==> src/rtl/jtag_tap_mdr.sv <==
// JTAG TAP controller with IR, IDCODE, bypass and NUM_CH user debug data
// registers. All JTAG pins are oversampled on clk_i; TAP actions happen on
// detected TCK rising/falling edges.
module jtag_tap_mdr #(
  parameter int unsigned         IR_WIDTH   = 5,
  parameter int unsigned         NUM_CH     = 4,
  parameter int unsigned         DR_WIDTH   = 32,
  parameter logic [31:0]         IDCODE_VAL = 32'h0BA00477,
  parameter logic [IR_WIDTH-1:0] CH_IR_BASE = IR_WIDTH'(5'h10)
) (
  input  logic                         clk_i,
  input  logic                         trst_sync,
  input  logic                         tck_i,
  input  logic                         tms_i,
  input  logic                         tdi_i,
  output logic                         tdo_o,
  output logic                         tdo_oe_o,
  output logic [3:0]                   tap_state_o,
  output logic [IR_WIDTH-1:0]          ir_o,
  output logic                         ir_upd_o,
  output logic [NUM_CH-1:0]            ch_sel_o,
  input  logic [NUM_CH*DR_WIDTH-1:0]   ch_cap_data_i,
  output logic [NUM_CH-1:0]            ch_cap_o,
  output logic [DR_WIDTH-1:0]          ch_upd_data_o,
  output logic [NUM_CH-1:0]            ch_upd_o
);

  typedef enum logic [3:0] {
    TLR    = 4'd0,  RTI    = 4'd1,  SEL_DR = 4'd2,  CAP_DR = 4'd3,
    SH_DR  = 4'd4,  EX1_DR = 4'd5,  PA_DR  = 4'd6,  EX2_DR = 4'd7,
    UPD_DR = 4'd8,  SEL_IR = 4'd9,  CAP_IR = 4'd10, SH_IR  = 4'd11,
    EX1_IR = 4'd12, PA_IR  = 4'd13, EX2_IR = 4'd14, UPD_IR = 4'd15
  } tap_state_t;

  logic tck_meta, tck_sync, tck_prev;
  logic tms_meta, tms_sync;
  logic tdi_meta, tdi_sync;
  logic tck_rise, tck_fall;

  tap_state_t            state, next_state;
  logic [IR_WIDTH-1:0]   ir, ir_sr;
  logic [DR_WIDTH-1:0]   dr_sr, upd_data, cap_mux;
  logic                  byp;
  logic                  sel_idcode, sel_bypass;
  logic [NUM_CH-1:0]     sel_ch, cap_stb, upd_stb;
  logic                  ir_upd, tdo, tdo_oe;

  // Two-flop synchronisers plus a history flop for TCK edge detection
  always_ff @(posedge clk_i or negedge trst_sync) begin
    if (!trst_sync) begin
      tck_meta <= 1'b0; tck_sync <= 1'b0; tck_prev <= 1'b0;
      tms_meta <= 1'b0; tms_sync <= 1'b0;
      tdi_meta <= 1'b0; tdi_sync <= 1'b0;
    end else begin
      tck_meta <= tck_i;  tck_sync <= tck_meta; tck_prev <= tck_sync;
      tms_meta <= tms_i;  tms_sync <= tms_meta;
      tdi_meta <= tdi_i;  tdi_sync <= tdi_meta;
    end
  end

  assign tck_rise = tck_sync & ~tck_prev;
  assign tck_fall = ~tck_sync & tck_prev;

  // Instruction decode; first matching channel wins so selection stays one-hot
  always_comb begin
    sel_idcode = 1'b0;
    sel_ch     = '0;
    cap_mux    = '0;
    if (ir != '1) begin
      if (ir == IR_WIDTH'(1)) begin
        sel_idcode = 1'b1;
      end else begin
        for (int unsigned k = 0; k < NUM_CH; k++) begin
          if (sel_ch == '0 && ir == CH_IR_BASE + IR_WIDTH'(k)) sel_ch[k] = 1'b1;
        end
      end
    end
    for (int unsigned k = 0; k < NUM_CH; k++) begin
      if (sel_ch[k]) cap_mux = ch_cap_data_i[k*DR_WIDTH +: DR_WIDTH];
    end
  end

  assign sel_bypass = ~sel_idcode & (sel_ch == '0);

  // IEEE 1149.1 state graph
  always_comb begin
    next_state = state;
    case (state)
      TLR:    next_state = tms_sync ? TLR    : RTI;
      RTI:    next_state = tms_sync ? SEL_DR : RTI;
      SEL_DR: next_state = tms_sync ? SEL_IR : CAP_DR;
      CAP_DR: next_state = tms_sync ? EX1_DR : SH_DR;
      SH_DR:  next_state = tms_sync ? EX1_DR : SH_DR;
      EX1_DR: next_state = tms_sync ? UPD_DR : PA_DR;
      PA_DR:  next_state = tms_sync ? EX2_DR : PA_DR;
      EX2_DR: next_state = tms_sync ? UPD_DR : SH_DR;
      UPD_DR: next_state = tms_sync ? SEL_DR : RTI;
      SEL_IR: next_state = tms_sync ? TLR    : CAP_IR;
      CAP_IR: next_state = tms_sync ? EX1_IR : SH_IR;
      SH_IR:  next_state = tms_sync ? EX1_IR : SH_IR;
      EX1_IR: next_state = tms_sync ? UPD_IR : PA_IR;
      PA_IR:  next_state = tms_sync ? EX2_IR : PA_IR;
      EX2_IR: next_state = tms_sync ? UPD_IR : SH_IR;
      UPD_IR: next_state = tms_sync ? SEL_DR : RTI;
      default: next_state = TLR;
    endcase
  end

  // TAP state, shift registers, TDO and strobes; capture/shift on TCK rise,
  // update/TDO on TCK fall
  always_ff @(posedge clk_i or negedge trst_sync) begin
    if (!trst_sync) begin
      state    <= TLR;
      ir       <= IR_WIDTH'(1);
      ir_sr    <= '0;
      dr_sr    <= '0;
      byp      <= 1'b0;
      upd_data <= '0;
      tdo      <= 1'b0;
      tdo_oe   <= 1'b0;
      ir_upd   <= 1'b0;
      cap_stb  <= '0;
      upd_stb  <= '0;
    end else begin
      ir_upd  <= 1'b0;
      cap_stb <= '0;
      upd_stb <= '0;
      if (tck_rise) begin
        state <= next_state;
        case (state)
          CAP_IR: ir_sr <= IR_WIDTH'(2'b01);
          SH_IR:  ir_sr <= {tdi_sync, ir_sr[IR_WIDTH-1:1]};
          CAP_DR: begin
            if (sel_bypass) begin
              byp <= 1'b0;
            end else begin
              dr_sr   <= sel_idcode ? DR_WIDTH'(IDCODE_VAL) : cap_mux;
              cap_stb <= sel_ch;
            end
          end
          SH_DR: begin
            if (sel_bypass) byp <= tdi_sync;
            else            dr_sr <= {tdi_sync, dr_sr[DR_WIDTH-1:1]};
          end
          default: ;
        endcase
      end
      if (tck_fall) begin
        tdo_oe <= (state == SH_DR) || (state == SH_IR);
        case (state)
          SH_DR:   tdo <= sel_bypass ? byp : dr_sr[0];
          SH_IR:   tdo <= ir_sr[0];
          default: tdo <= 1'b0;
        endcase
        if (state == UPD_IR) begin
          ir     <= ir_sr;
          ir_upd <= 1'b1;
        end
        if (state == UPD_DR && sel_ch != '0) begin
          upd_data <= dr_sr;
          upd_stb  <= sel_ch;
        end
      end
      // TLR always holds IDCODE as the active instruction
      if (state == TLR) ir <= IR_WIDTH'(1);
    end
  end

  assign tdo_o         = tdo;
  assign tdo_oe_o      = tdo_oe;
  assign tap_state_o   = state;
  assign ir_o          = ir;
  assign ir_upd_o      = ir_upd;
  assign ch_sel_o      = sel_ch;
  assign ch_cap_o      = cap_stb;
  assign ch_upd_o      = upd_stb;
  assign ch_upd_data_o = upd_data;

endmodule

==> config.mk <==
export PLATFORM = sky130hd
export DESIGN_NAME = jtag_tap_mdr
export DESIGN_NICKNAME = d
export VERILOG_FILES = /design/src/rtl/jtag_tap_mdr.sv
export SDC_FILE = /design/constraint.sdc
export NUM_CORES = 1
export LEC_CHECK = 0
export CORE_UTILIZATION = 30
export DETAILED_ROUTE_END_ITERATION = 12
export PLACE_DENSITY = 0.65
export SLEW_MARGIN = 10
export SYNTH_ARGS = -nofsm -noshare
export SYNTH_HDL_FRONTEND = slang
export SYNTH_SLANG_ARGS = --single-unit
export TNS_END_PERCENT = 50
==> constraint.sdc <==
create_clock -name clk_i -period 2.1 [get_ports clk_i]
set_clock_uncertainty 0.1 [all_clocks]
set_input_delay 0.42 -clock clk_i [delete_from_list [all_inputs] [get_ports clk_i]]
set_output_delay 0.42 -clock clk_i [all_outputs]
set_load 0.05 [all_outputs]
Yosys cells after proc, flatten, opt, wreduce, memory -nomap -nowiden
Index checks and enable logic that the tools add are counted.
W data, S select, Z words.
{ "classes": {"magnitude_cmp": 0, "reduce_logical": 22, "n_mux": 51, "div": 0, "bitwise_logic": 7, "n_mul": 0, "n_shift": 0, "eq_ne": 25, "add_sub_neg": 0} }
{ "ops": {"columns": ["operator", "n"], "rows": [
  ["$mux W32", 7],
  ["$pmux W32 S2", 1],
  ["$pmux W4 S12", 1],
  ["$mux W4", 11],
  ["$eq A4 B4 Y1 const B", 8],
  ["$eq A5 B5 Y1 const B", 4],
  ["$mux W1", 20],
  ["$eq A4 B3 Y1 const B", 4],
  ["$mux W5", 3],
  ["$pmux W5 S2", 1],
  ["$eq A4 B2 Y1 const B", 2],
  ["$logic_not A4 Y1", 2],
  ["$ne A2 B2 Y1 const B", 4],
  ["$reduce_and A4 Y1", 2],
  ["$reduce_bool A2 Y1", 4],
  ["$mux W2", 3],
  ["$mux W3", 2],
  ["$reduce_and A2 Y1", 3],
  ["$eq A5 B1 Y1 const B", 1],
  ["$ne A5 B5 Y1 const B", 1],
  ["$eq A4 B1 Y1 const B", 1],
  ["$logic_and A1 B1 Y1", 4],
  ["$not A1 Y1", 4],
  ["$pmux W1 S2", 2],
  ["other kinds (7)", 10]
]} }
{ "totals": {"wordCells": 123, "rom_bits": 0, "memories": 0, "latch_bits": 0, "ff_bits": 97, "inputBits": 133, "ramBits": 0, "out_inout_bits": 56} }

Logic depth before layout (Yosys ltp)
Gate-level depths: netlist of the first run.
{ "logic_depth": {"word_depth": 26, "ltp_mapped": 8, "mapped_depth_nobuf": 6} }

Worst setup path before layout of the first run
OpenSTA, ideal clock, no wires.
{ "synth_path": {"kind": "reg-to-output", "start": "register ir[1], in the netlist ir_o[1]", "end": "output ch_sel_o[0]", "setup_slack_ns": -0.703, "path_buffers": 3, "required_time_ns": 1.580, "path_stages_with_launch": 5, "arrival_ns": 2.283, "cell_sequence": "dfrtp_1 > buf_2 > buf_2 > clkbuf_1 > nor3_1"} }
{ "synth_via": {"elab_chain_len": 6, "word_cells_on_any_way": 8, "cone_classes": "3 x eq/ne; 5 x mux"} }
{ "synth_rtl": {"columns": ["element", "line_no", "source"], "rows": [
  ["from (decl)", "41", "logic [IR_WIDTH-1:0] ir, ir_sr;"],
  ["from (signal assigned)", "156", "ir <= ir_sr;"],
  ["$eq A5 B5 Y1", "74", "if (sel_ch == '0 && ir == CH_IR_BASE + IR_WIDTH'(k)) sel_ch[k] = 1'b1;"],
  ["$mux W1", "74", null],
  ["$mux W1", "70", "if (ir == IR_WIDTH'(1)) begin"],
  ["$mux W1", "69", "if (ir != '1) begin"],
  ["$mux W4", "70", null],
  ["$mux W4 *", "69", null],
  ["to (decl)", "21", "output logic [NUM_CH-1:0] ch_sel_o,"]
]} }
Every way passes the cells marked *; elsewhere a longest branch is shown, timed or not. The select of a mux whose other input is x is not followed.

Worst setup path after layout of the first run
{ "layout_path": {"start": "register state[0], in the netlist tap_state_o[0]", "end": "register dr_sr[31]"} }
{ "layout_via": {"elab_chain_len": 3, "word_cells_on_any_way": 7, "cone_classes": "4 x eq/ne; 1 x mux; 2 x reduce/logical"} }
{ "layout_rtl": {"columns": ["element", "line_no", "source"], "rows": [
  ["from (decl)", "40", "tap_state_t state, next_state;"],
  ["from (signal assigned)", "129", "state <= next_state;"],
  ["$eq A4 B2 Y1 or $eq A4 B3 Y1 (tied branches)", "130", "case (state)"],
  ["$ne A2 B2 Y1 (no line) or $reduce_bool A2 Y1 (tied branches)", null, null],
  ["$reduce_and A4 Y1 (no line)", null, null],
  ["to (signal assigned)", "137", "dr_sr <= sel_idcode ? DR_WIDTH'(IDCODE_VAL) : cap_mux;"],
  ["to (signal assigned)", "143", "else dr_sr <= {tdi_sync, dr_sr[DR_WIDTH-1:1]};"],
  ["to (decl)", "42", "logic [DR_WIDTH-1:0] dr_sr, upd_data, cap_mux;"]
]} }
Parallel ways exist; a longest one is shown, timed or not.
A chain may end at the register's enable or synchronous reset.

==> results of run 1 <==
worst max-delay path, delay by kind of cell, from the launching register on:
| kind | cells | cell delay [ns] |
|---|---|---|
| simple gates | 3 | 0.85 |
| flops | 1 | 0.38 |
| compound gates | 2 | 0.46 |
| buf+inv | 1 | 0.17 |
metrics by stage:
stage               cell area [um^2]  hold WS (ns)
global placement                7380         0.235
finish                          7830         0.252
CTS                             7750         0.253
global route                    7830         0.260
floorplan                       5100        0.0244
detailed placement              7380         0.236
flip-flops by register name, summed over array words and instances (netlist names):
register / flops
ch_upd_data_o: 32
dr_sr: 32
ir_o: 5
ir_sr: 5
ch_cap_o: 4
ch_upd_o: 4
tap_state_o: 4
byp: 1
ir_upd_o: 1
tck_meta: 1
tck_prev: 1
tck_sync: 1
tdi_meta: 1
tdi_sync: 1
tdo_o: 1
tdo_oe_o: 1
tms_meta: 1
tms_sync: 1
path summary, 6_finish.rpt:
path | start | endpoint | slack [ns]
worst max-delay path | tap_state_o[0] | dr_sr[31] | 0.04
worst min-delay path | tms_meta | tms_sync | 0.25
worst max register to register | tap_state_o[0] | dr_sr[31] | 0.04
worst min register to register | tms_meta | tms_sync | 0.25
max in group asynchronous | trst_sync | ir_o[0] | 0.86
min in group asynchronous | trst_sync | ch_cap_o[2] | 0.44
cell usage after synthesis (all sizes together):
master / instances
a31oi: 5
nor2b: 24
mux4: 1
o21ai: 73
nand3b: 1
nand3: 2
nor3: 3
nand2: 57
dfrtp: 96
buf: 16
mux2: 33
or3b: 1
a221oi: 12
nand2b: 5
a21boi: 1
o22a: 1
and2b: 1
nor4: 2
mux2i: 12
a21o: 1
nor2: 60
o2111ai: 19
xor2: 1
a21oi: 45
nor3b: 1
dfstp: 1
o22ai: 2
a22oi: 1
clkbuf: 31
a211o: 19
inv: 4
a211oi: 2
and2: 3
nand4: 5
a22o: 1
placed cells by master (no fill, tap or decap), drive strengths merged, types with 4 or more instances in the layout:
master / netlist / final
inv: 4 / 4
nor2b: 24 / 24
a31oi: 5 / 5
a21oi: 45 / 45
o21ai: 73 / 73
nand2: 57 / 57
mux2: 33 / 33
clkdlybuf4s50: 0 / 161
dfrtp: 96 / 96
mux2i: 12 / 12
nand4: 5 / 5
o2111ai: 19 / 19
buf: 16 / 74
nor2: 60 / 60
nand2b: 5 / 5
clkbuf: 31 / 11
a221oi: 12 / 12
a211o: 19 / 19
layer usage:
metal	vias to the layer above	GRT usage
met5	-	0
met4	0	0.0588
met3	18	0.0469
met2	183	0.313
met1	2354	0.242
li1	2345	-
report_power, final:
part	total (mW)	internal, mW	switching, mW
logic	1.93	0.841	1.09
registers	2.59	2.26	0.332
clock network	1.68	0.963	0.718
cells by family (layout without fill, tap and decap cells):
family                    Yosys count  count (layout)  synth area share
xor gates and xnor gates            1               1           0.00173
and+or+nand+nor                   165             165             0.148
DFF                                97              97             0.480
muxes                              46              46             0.102
AOI/OAI and AO/OA                 182             182             0.224
buffers and inverters              51             256            0.0455
cell type report:
type                            instances  area, um^2
Timing Repair Buffer                  236        2300
Tap cell                              220         275
Multi-Input combinational cell        394        2500
Sequential cell                        97        2430
Clock inverter                          5        62.6
Inverter                                4        18.8
Fill cell                            1545        8700
Clock buffer                           11         243
what timing repair did:
action	4_1_cts	5_1_grt
setup endpoints to repair	8	29
pin swaps	2	3
gates cloned	0	0
buffers inserted	5	1
hold buffers	1	0
gates resized for setup	8	14
hold endpoints to repair	25	0
==> results.tsv, run 1 <==
metric	value	unit
Slew @ Worst Pin	0.666	ns
Remaining DRCs	0	
area share of the largest cell type after synthesis	0.475	
first-pass GRT wire length	25900	um
Synth area leader	dfrtp_1	
metal3 WL	1160	um
CP cell instances	or3b_4 -> a211oi_4 -> and2b_4 -> buf_12 -> nor2_1 -> a31oi_1	
gr ovfl total	0	
die area	0.0174	mm^2
Iteration-0 DRC Markers	274	
worst vdd ir	420	uV
Post-Synthesis Cells	542	
metal2 WL	7960	um
die width	132	um
Post-Route Utilization	0.474	
largest cells by area after synthesis	dfrtp_1 (47%), mux2_2 (7.3%), o21ai_0 (6.2%), a21oi_1 (4.4%), nor2_1 (4.4%)	
CTS buffer count	9	
Max Fclk	0.485	GHz
Worst Hold Path Cells	0	
DRT antenna net count	0	
length of routed wiring on met1	7180	um
Post-Place Worst Slack	-0.0271	ns
largest net degree at the start of global routing	38	
final hold vios	0	
HPWL after DPL	12500	um
vias in the first global route	4869	
Req. time, crit path	2.25	ns
# rows	47	
GP Congestion	0.859	
Post-Place Cells	944	
top layer in use	met4	
Crit path largest cell delay	0.41	ns
H-tree Lvls	3	
Layout Cells excl Fill	967	
worst min path class	reg2reg	
vias per cell	5.07	
net count reported at finish	875	
Lkg Pwr	3.33	nW
layout cells sized above 1	0.193	
Cell variety after synth	40	
sequential area share after synthesis	0.480	
initial core utilization	0.306	
Final Power	6.20	mW
# port buffers	188	
Layout area overhead	54.6	%
vias	4900	
Seq cells post-synth	97	
CTS clk-pin slew, worst paths	0.06	ns
largest fanout on the critical path	24	
Setup crit start kind	register	
CP max stage cell	and2b_4	
Worst slew margin	0.556	
crit end category	register	
CTS tree	done	
FF-to-FF path depth	6	
setup slack after layout	0.0362	ns
Arr. time, crit path	2.22	ns
clock buffer depth	2	
GRT Total Usage	0.189	
clk root buf	clkbuf_16	
initial antenna violation count	0	
unrepaired setup endpoints after global routing	yes	
Final setup violation count	0	
Pre-Repair DR Iteration Count	4	
Avg Cell Area, Syn	9.34	um^2
TNS Setup	0	ns
status	finished clean	
I/O pins	189	
Max-Cap Viols	0	
# clock sinks	97	
WS Path Type	reg2reg	
fin crit share	0.983	
Warnings, synthesis	0	
post-layout min period	2.06	ns
Core Region	0.0165	mm^2
worst skew pair latency	0.34	ns
Avg WL per Cell	17.2	um
Final Max Tran Viols	0	
n_diodes	0	
Post-Syn Nets	675	
Routed WL	16600	um
die height	132	um
Power Density	792	mW/mm^2
Mapped Area	0.00506	mm^2
(Power assumes the default switching activity.)
==> run 2: changes to the inputs <==
Settings changed: CORE_UTILIZATION 30 to 50, DONT_BUFFER_PORTS set to 1, PLACE_DENSITY 0.65 to 0.72.
==> run 2 against run 1 <==
The run now ends with negative hold slack left. Hold slack lost 0.62 ns. Sequential power up 3%. Clock power decreased by 29%. Sequential share of layout area increased by 11 points. Sequential cell count did not move. Routed wire length down 14%. Die area fell by 39%. Power is 13% lower. Maximum frequency is 0.73% lower. Clock-buffer cell count decreased by 1. Critical endpoint is now ch_sel_o[2].
==> results.tsv, run 2 (synthesized netlist as in run 1, its figures left out) <==
metric	value	unit	change
GP Congestion	0.838		-2.4%
Buffers & Inverters on Critical Path	2		+1
# port buffers	0		-100%
die height	103	um	-22%
crit end category	output port		
largest fanout on the critical path	5		-79%
worst skew pair latency	0.37	ns	+0.03 ns
Remaining DRCs	0		unchanged
net count reported at finish	694		-21%
Max Fclk	0.481	GHz	-0.73%
Multi-input gate area	0.00248	mm^2	-0.55%
CTS tree	done		
DRT antenna net count	0		unchanged
Slew @ Worst Pin	0.555	ns	-0.111 ns
CTS buffer count	9		unchanged
die width	103	um	-22%
design area	0.00579	mm^2	-26%
Final setup violation count	0		unchanged
Routed WL	14200	um	-14%
die area	0.0105	mm^2	-39%
Worst slew margin	0.630		+0.0744
first-pass GRT wire length	20900	um	-19%
Post-Route Utilization	0.592		+0.118
GRT Total Usage	0.267		+0.0775
vias in the first global route	3953		-19%
Post-Place Worst Slack	0.0125	ns	+0.0396 ns
CTS clk-pin slew, worst paths	0.11	ns	+0.05 ns
Final Max Tran Viols	0		unchanged
# clock sinks	97		unchanged
initial antenna violation count	0		unchanged
Setup crit start kind	register		
largest net degree at the start of global routing	98		+160%
Core Region	0.00977	mm^2	-41%
H-tree Lvls	3		unchanged
Layout area overhead	14.3	%	
commonest non-fill, non-tap cell in the layout	dfrtp_1		
vias per cell	6.19		+22%
Arr. time, crit path	1.56	ns	-0.66 ns
Layout Cells excl Fill	700		-28%
WS Path Type	reg2out		
Power Density	928	mW/mm^2	+17%
Post-DP Area	0.00538	mm^2	-27%
TNS Setup	0	ns	unchanged
worst min path class	in2async		
Top Family by Delay on Critical Path	simple AND/OR/NAND/NOR gates		
Fillers	863		-44%
failing checks	negative hold slack		
sequential standard cell area	0.00243	mm^2	unchanged
Req. time, crit path	1.58	ns	-0.67 ns
# rows	36		-23%
final hold vios	97		+97
HPWL after DPL	9930	um	-21%
Iteration-0 DRC Markers	261		-4.7%
setup slack after layout	0.0210	ns	-0.0152 ns
clk root buf	clkbuf_8		
Pre-Repair DR Iteration Count	5		+1
vias	4333		-12%
status	complete, but fails checks		
hold_buf cts	3		+2
I/O pins	189		unchanged
clock buffer depth	2		unchanged
Avg WL per Cell	20.3	um	+18%
layout cells sized above 1	0.212		+0.0192
initial core utilization	0.518		+0.212
Post-Place Cells	669		-29%
CP max stage cell	dfrtp_1		
Crit path largest cell delay	0.42	ns	about the same
gr ovfl total	0		unchanged
unrepaired setup endpoints after global routing	yes		
CP cell instances	nor2_4 -> buf_6 -> nand2_4 -> nor2_4 -> nand2_4 -> clkinvlp_4		
post-layout min period	2.08	ns	+0.0152 ns
Max-Cap Viols	0		unchanged
fin crit share	0.990		+0.00722
worst hold slack	-0.367	ns	-0.620 ns
Final Power	5.37	mW	-13%
commonest cells after routing, fill and taps aside	dfrtp_1 (94), o21ai_0 (61), nor2_1 (57), nand2_1 (55), a21oi_1 (45)		
Lkg Pwr	2.53	nW	-24%
worst vdd ir	375	uV	-11%
-- run 2: cell type report --
type                       count  area share
multi-input combinational    395       0.429
sequential                    97       0.420
timing repair buffer          54      0.0839
tap                          133      0.0288
clock buffer                  10      0.0238
clock inverter                 6     0.00995
inverter                       4     0.00389
antenna                        1    0.000433
-- run 2: timing repair --
item / in CTS / in global routing
endpoints found under the hold margin: 100 / 97
setup buffers: 5 / 4
pin swaps: 2 / 2
resized for setup: 12 / 10
gates cloned: 0 / 2
endpoints found under the setup margin: 5 / 16
-- run 2: metal layers --
metal  vias up  part of all wire  global-route usage
met5         -                 0                   0
met4         0             0.026               0.121
met3        25             0.090              0.0617
met2       216              0.49               0.416
met1      2111              0.39               0.355
li1       1981                 -                   -
-- run 2: where the power goes --
part | internal [mW] | switching (mW)
Clock | 0.491 | 0.712
Sequential | 2.26 | 0.399
Combinational | 0.570 | 0.940
-- run 2: final timing paths --
kind / slack [ns] / to / cells after the start / from
max in group asynchronous: 2.08 / ir_o[0] / 0 / trst_sync
min reg2reg: 0.26 / tms_sync / 0 / tms_meta
max: 0.02 / ch_sel_o[2] / 6 / ir_o[3]
min: -0.37 / dr_sr[17] / 0 / trst_sync
max reg2reg: 0.09 / dr_sr[10] / 7 / ir_o[4]
min in group clk_i: 0.16 / dr_sr[6] / 2 / ch_cap_data_i[102]
==> RTL change: new RTL, settings of run 1 <==
Register the inputs `tck_i`, `tms_i`, `tdi_i` and `ch_cap_data_i` before use, with the module's reset. The logic sees them one clock later.
--- a/src/rtl/jtag_tap_mdr.sv
+++ b/src/rtl/jtag_tap_mdr.sv
@@ -32,6 +32,25 @@
     EX1_IR = 4'd12, PA_IR  = 4'd13, EX2_IR = 4'd14, UPD_IR = 4'd15
   } tap_state_t;
 
+  logic tck_q;
+  logic tms_q;
+  logic tdi_q;
+  logic [NUM_CH*DR_WIDTH-1:0] ch_cap_data_q;
+
+  always_ff @(posedge clk_i or negedge trst_sync) begin
+    if (!trst_sync) begin
+      tck_q         <= '0;
+      tms_q         <= '0;
+      tdi_q         <= '0;
+      ch_cap_data_q <= '0;
+    end else begin
+      tck_q         <= tck_i;
+      tms_q         <= tms_i;
+      tdi_q         <= tdi_i;
+      ch_cap_data_q <= ch_cap_data_i;
+    end
+  end
+
   logic tck_meta, tck_sync, tck_prev;
   logic tms_meta, tms_sync;
   logic tdi_meta, tdi_sync;
@@ -52,9 +71,9 @@
       tms_meta <= 1'b0; tms_sync <= 1'b0;
       tdi_meta <= 1'b0; tdi_sync <= 1'b0;
     end else begin
-      tck_meta <= tck_i;  tck_sync <= tck_meta; tck_prev <= tck_sync;
-      tms_meta <= tms_i;  tms_sync <= tms_meta;
-      tdi_meta <= tdi_i;  tdi_sync <= tdi_meta;
+      tck_meta <= tck_q;  tck_sync <= tck_meta; tck_prev <= tck_sync;
+      tms_meta <= tms_q;  tms_sync <= tms_meta;
+      tdi_meta <= tdi_q;  tdi_sync <= tdi_meta;
     end
   end
 
@@ -76,7 +95,7 @@
       end
     end
     for (int unsigned k = 0; k < NUM_CH; k++) begin
-      if (sel_ch[k]) cap_mux = ch_cap_data_i[k*DR_WIDTH +: DR_WIDTH];
+      if (sel_ch[k]) cap_mux = ch_cap_data_q[k*DR_WIDTH +: DR_WIDTH];
     end
   end
 
Behaviour: not the same (a bounded check fails within 4 cycles, from zero or initial values and one cycle with trst_sync low).
==> RTL change against run 1 <==
- the run now ends with setup timing left
- global-route usage down 3.4 points
- setup slack worse by 290 ps
- total power up 77%
- sequential share of layout area up 17 points
- area after synthesis up 65%
- sequential cell count up 131
- final area up 52%
- die area up 64%
- wire length up 34%
- hold slack worse by 17 ps
- critical path type is now register to output pin
- highest routed layer unchanged
==> RTL change: results (changes against run 1) <==
[run_status]
run_status = finished with violations
violations = setup timing

[global_route]
track_usage_pct = 15.5  ; -3.4 points
grt_pass1_vias = 5921  ; +22%
grt_max_degree = 55  ; +45%
antenna_found_initial = 1  ; +1
grt_pass1_wl_mm = 34.0  ; +31%

[detailed_routing]
vias_per_cell = 4.62  ; -8.8%
wl_per_cell_um = 17.2  ; +0.42%
drt-initial-drc-count = 288  ; +5.1%
wirelength_mm = 22.2  ; +34%
first_pass_iters = 5  ; +1

[place]
dp_hpwl_mm = 15.2  ; +22%
place.gp.congestion = 0.803  ; -6.5%
dpl-instance-area_um2 = 10900  ; +48%
placed_cells = 1226  ; +30%

[final_layout]
regMostFlops = ch_cap_data_q
drive_gt1_share_pct = 21.3  ; +2.1 points
final_nets = 1030  ; +18%

[worst_setup_path]
cp_top_family = flip-flops
max_stage_delay_ps = 640  ; +230 ps
cp_max_fo = 4  ; -83%
arrival_ps = 1840  ; -380 ps
cp_slowest_cell = dfstp_4

[synth]
ys_types = 43  ; +7.5%
avgSynthCellArea_um2 = 12.5  ; +33%
synth_nets = 805  ; +19%
ys_seq_area_share_pct = 68.2  ; +20 points
synthTopCellsByArea = dfrtp_1, o21ai_0, mux2i_1
synth_commonest_cells = dfrtp_1, o21ai_0, nand2_1

[timing]
timing.final.ws_setup_ps = -258  ; -294 ps
setup_viol = 5  ; +5
relSlewSlack_pct = 66.1  ; +10 points

[hold_path]
hold_path_class = input pin to register

[power]
p_leak_nw = 5.28  ; +59%
ir_worst_vdd_mv = 0.558  ; +33%

[clock_network]
cts_max_level = 1  ; -2
clock_latency_ps = 520  ; +180 ps
cts-root-buf = clkbuf_16
clock_path_buffers = 3  ; +1
numCtsBuffers = 25  ; +16

-- RTL change: area by class of cell --
type,instances,area [µm²]
clock buffers,33,696
clock inverters,11,113
repair buffers,242,2410
flip-flops and latches,228,5720
inverters,5,38.8
well taps,372,465
diodes,1,2.50
multi-input cells,395,2480
fillers,2532,15200
-- RTL change: kinds of logic after synthesis --
logic type | Yosys count | share of synthesized area, %
flops | 228 | 68.2
buf+inv | 49 | 2.74
mux | 65 | 8.26
compound gates | 167 | 11.9
simple gates | 163 | 8.98
-- RTL change: repair_timing --
| item | CTS | global route |
|---|---|---|
| setup endpoints to repair | 16 | 11 |
| gates cloned | 0 | 2 |
| pin swaps | 2 | 4 |
| hold buffers | 1 | 0 |
| resized for setup | 21 | 7 |
| buffers inserted | 4 | 9 |
| hold endpoints to repair | 45 | 0 |
-- RTL change: worst paths after layout --
kind	cells after the start	from	end	slack, ps
min	1	ch_cap_data_i[61]	ch_cap_data_q[61]	240
max reg2reg	8	ir_o[0]	dr_sr[27]	140
max	4	ir_o[0]	ch_sel_o[1]	-260
max in group asynchronous	3	trst_sync	ch_cap_data_q[3]	810
min in group asynchronous	2	trst_sync	ch_cap_data_q[1]	310
min reg2reg	0	tms_meta	tms_sync	250
-- RTL change: layer usage --
metal	global-route usage [%]	share of wire, %	routed length [µm]	vias up
met3	3.06	6.0	1330	36
met4	4.90	2.1	470	0
li1	-	-	-	2803
met2	24.9	47	10500	199
met1	21.2	45	9910	2909
met5	0	0	0	-
-- RTL change: where the power goes --
| group | switching (mW) | total (mW) | internal (mW) |
|---|---|---|---|
| Combinational | 0.971 | 1.72 | 0.745 |
| Clock | 1.73 | 4.30 | 2.57 |
| Sequential | 0.228 | 4.96 | 4.73 |
| Total | 2.93 | 11.0 | 8.05 |
-- RTL change: stage by stage --
| step | worst slack [ps] | setup TNS, ps | hold slack, ps |
|---|---|---|---|
| 6_report | -258 | -693 | 235 |
| 5_1_grt | -328 | -1030 | 211 |
| 4_1_cts | -282 | -885 | 214 |
| 3_5_place_dp | 125 | 0 | 235 |
| 3_3_place_gp | 134 | 0 | 237 |
| 2_1_floorplan | 5.85 | 0 | 24.4 |
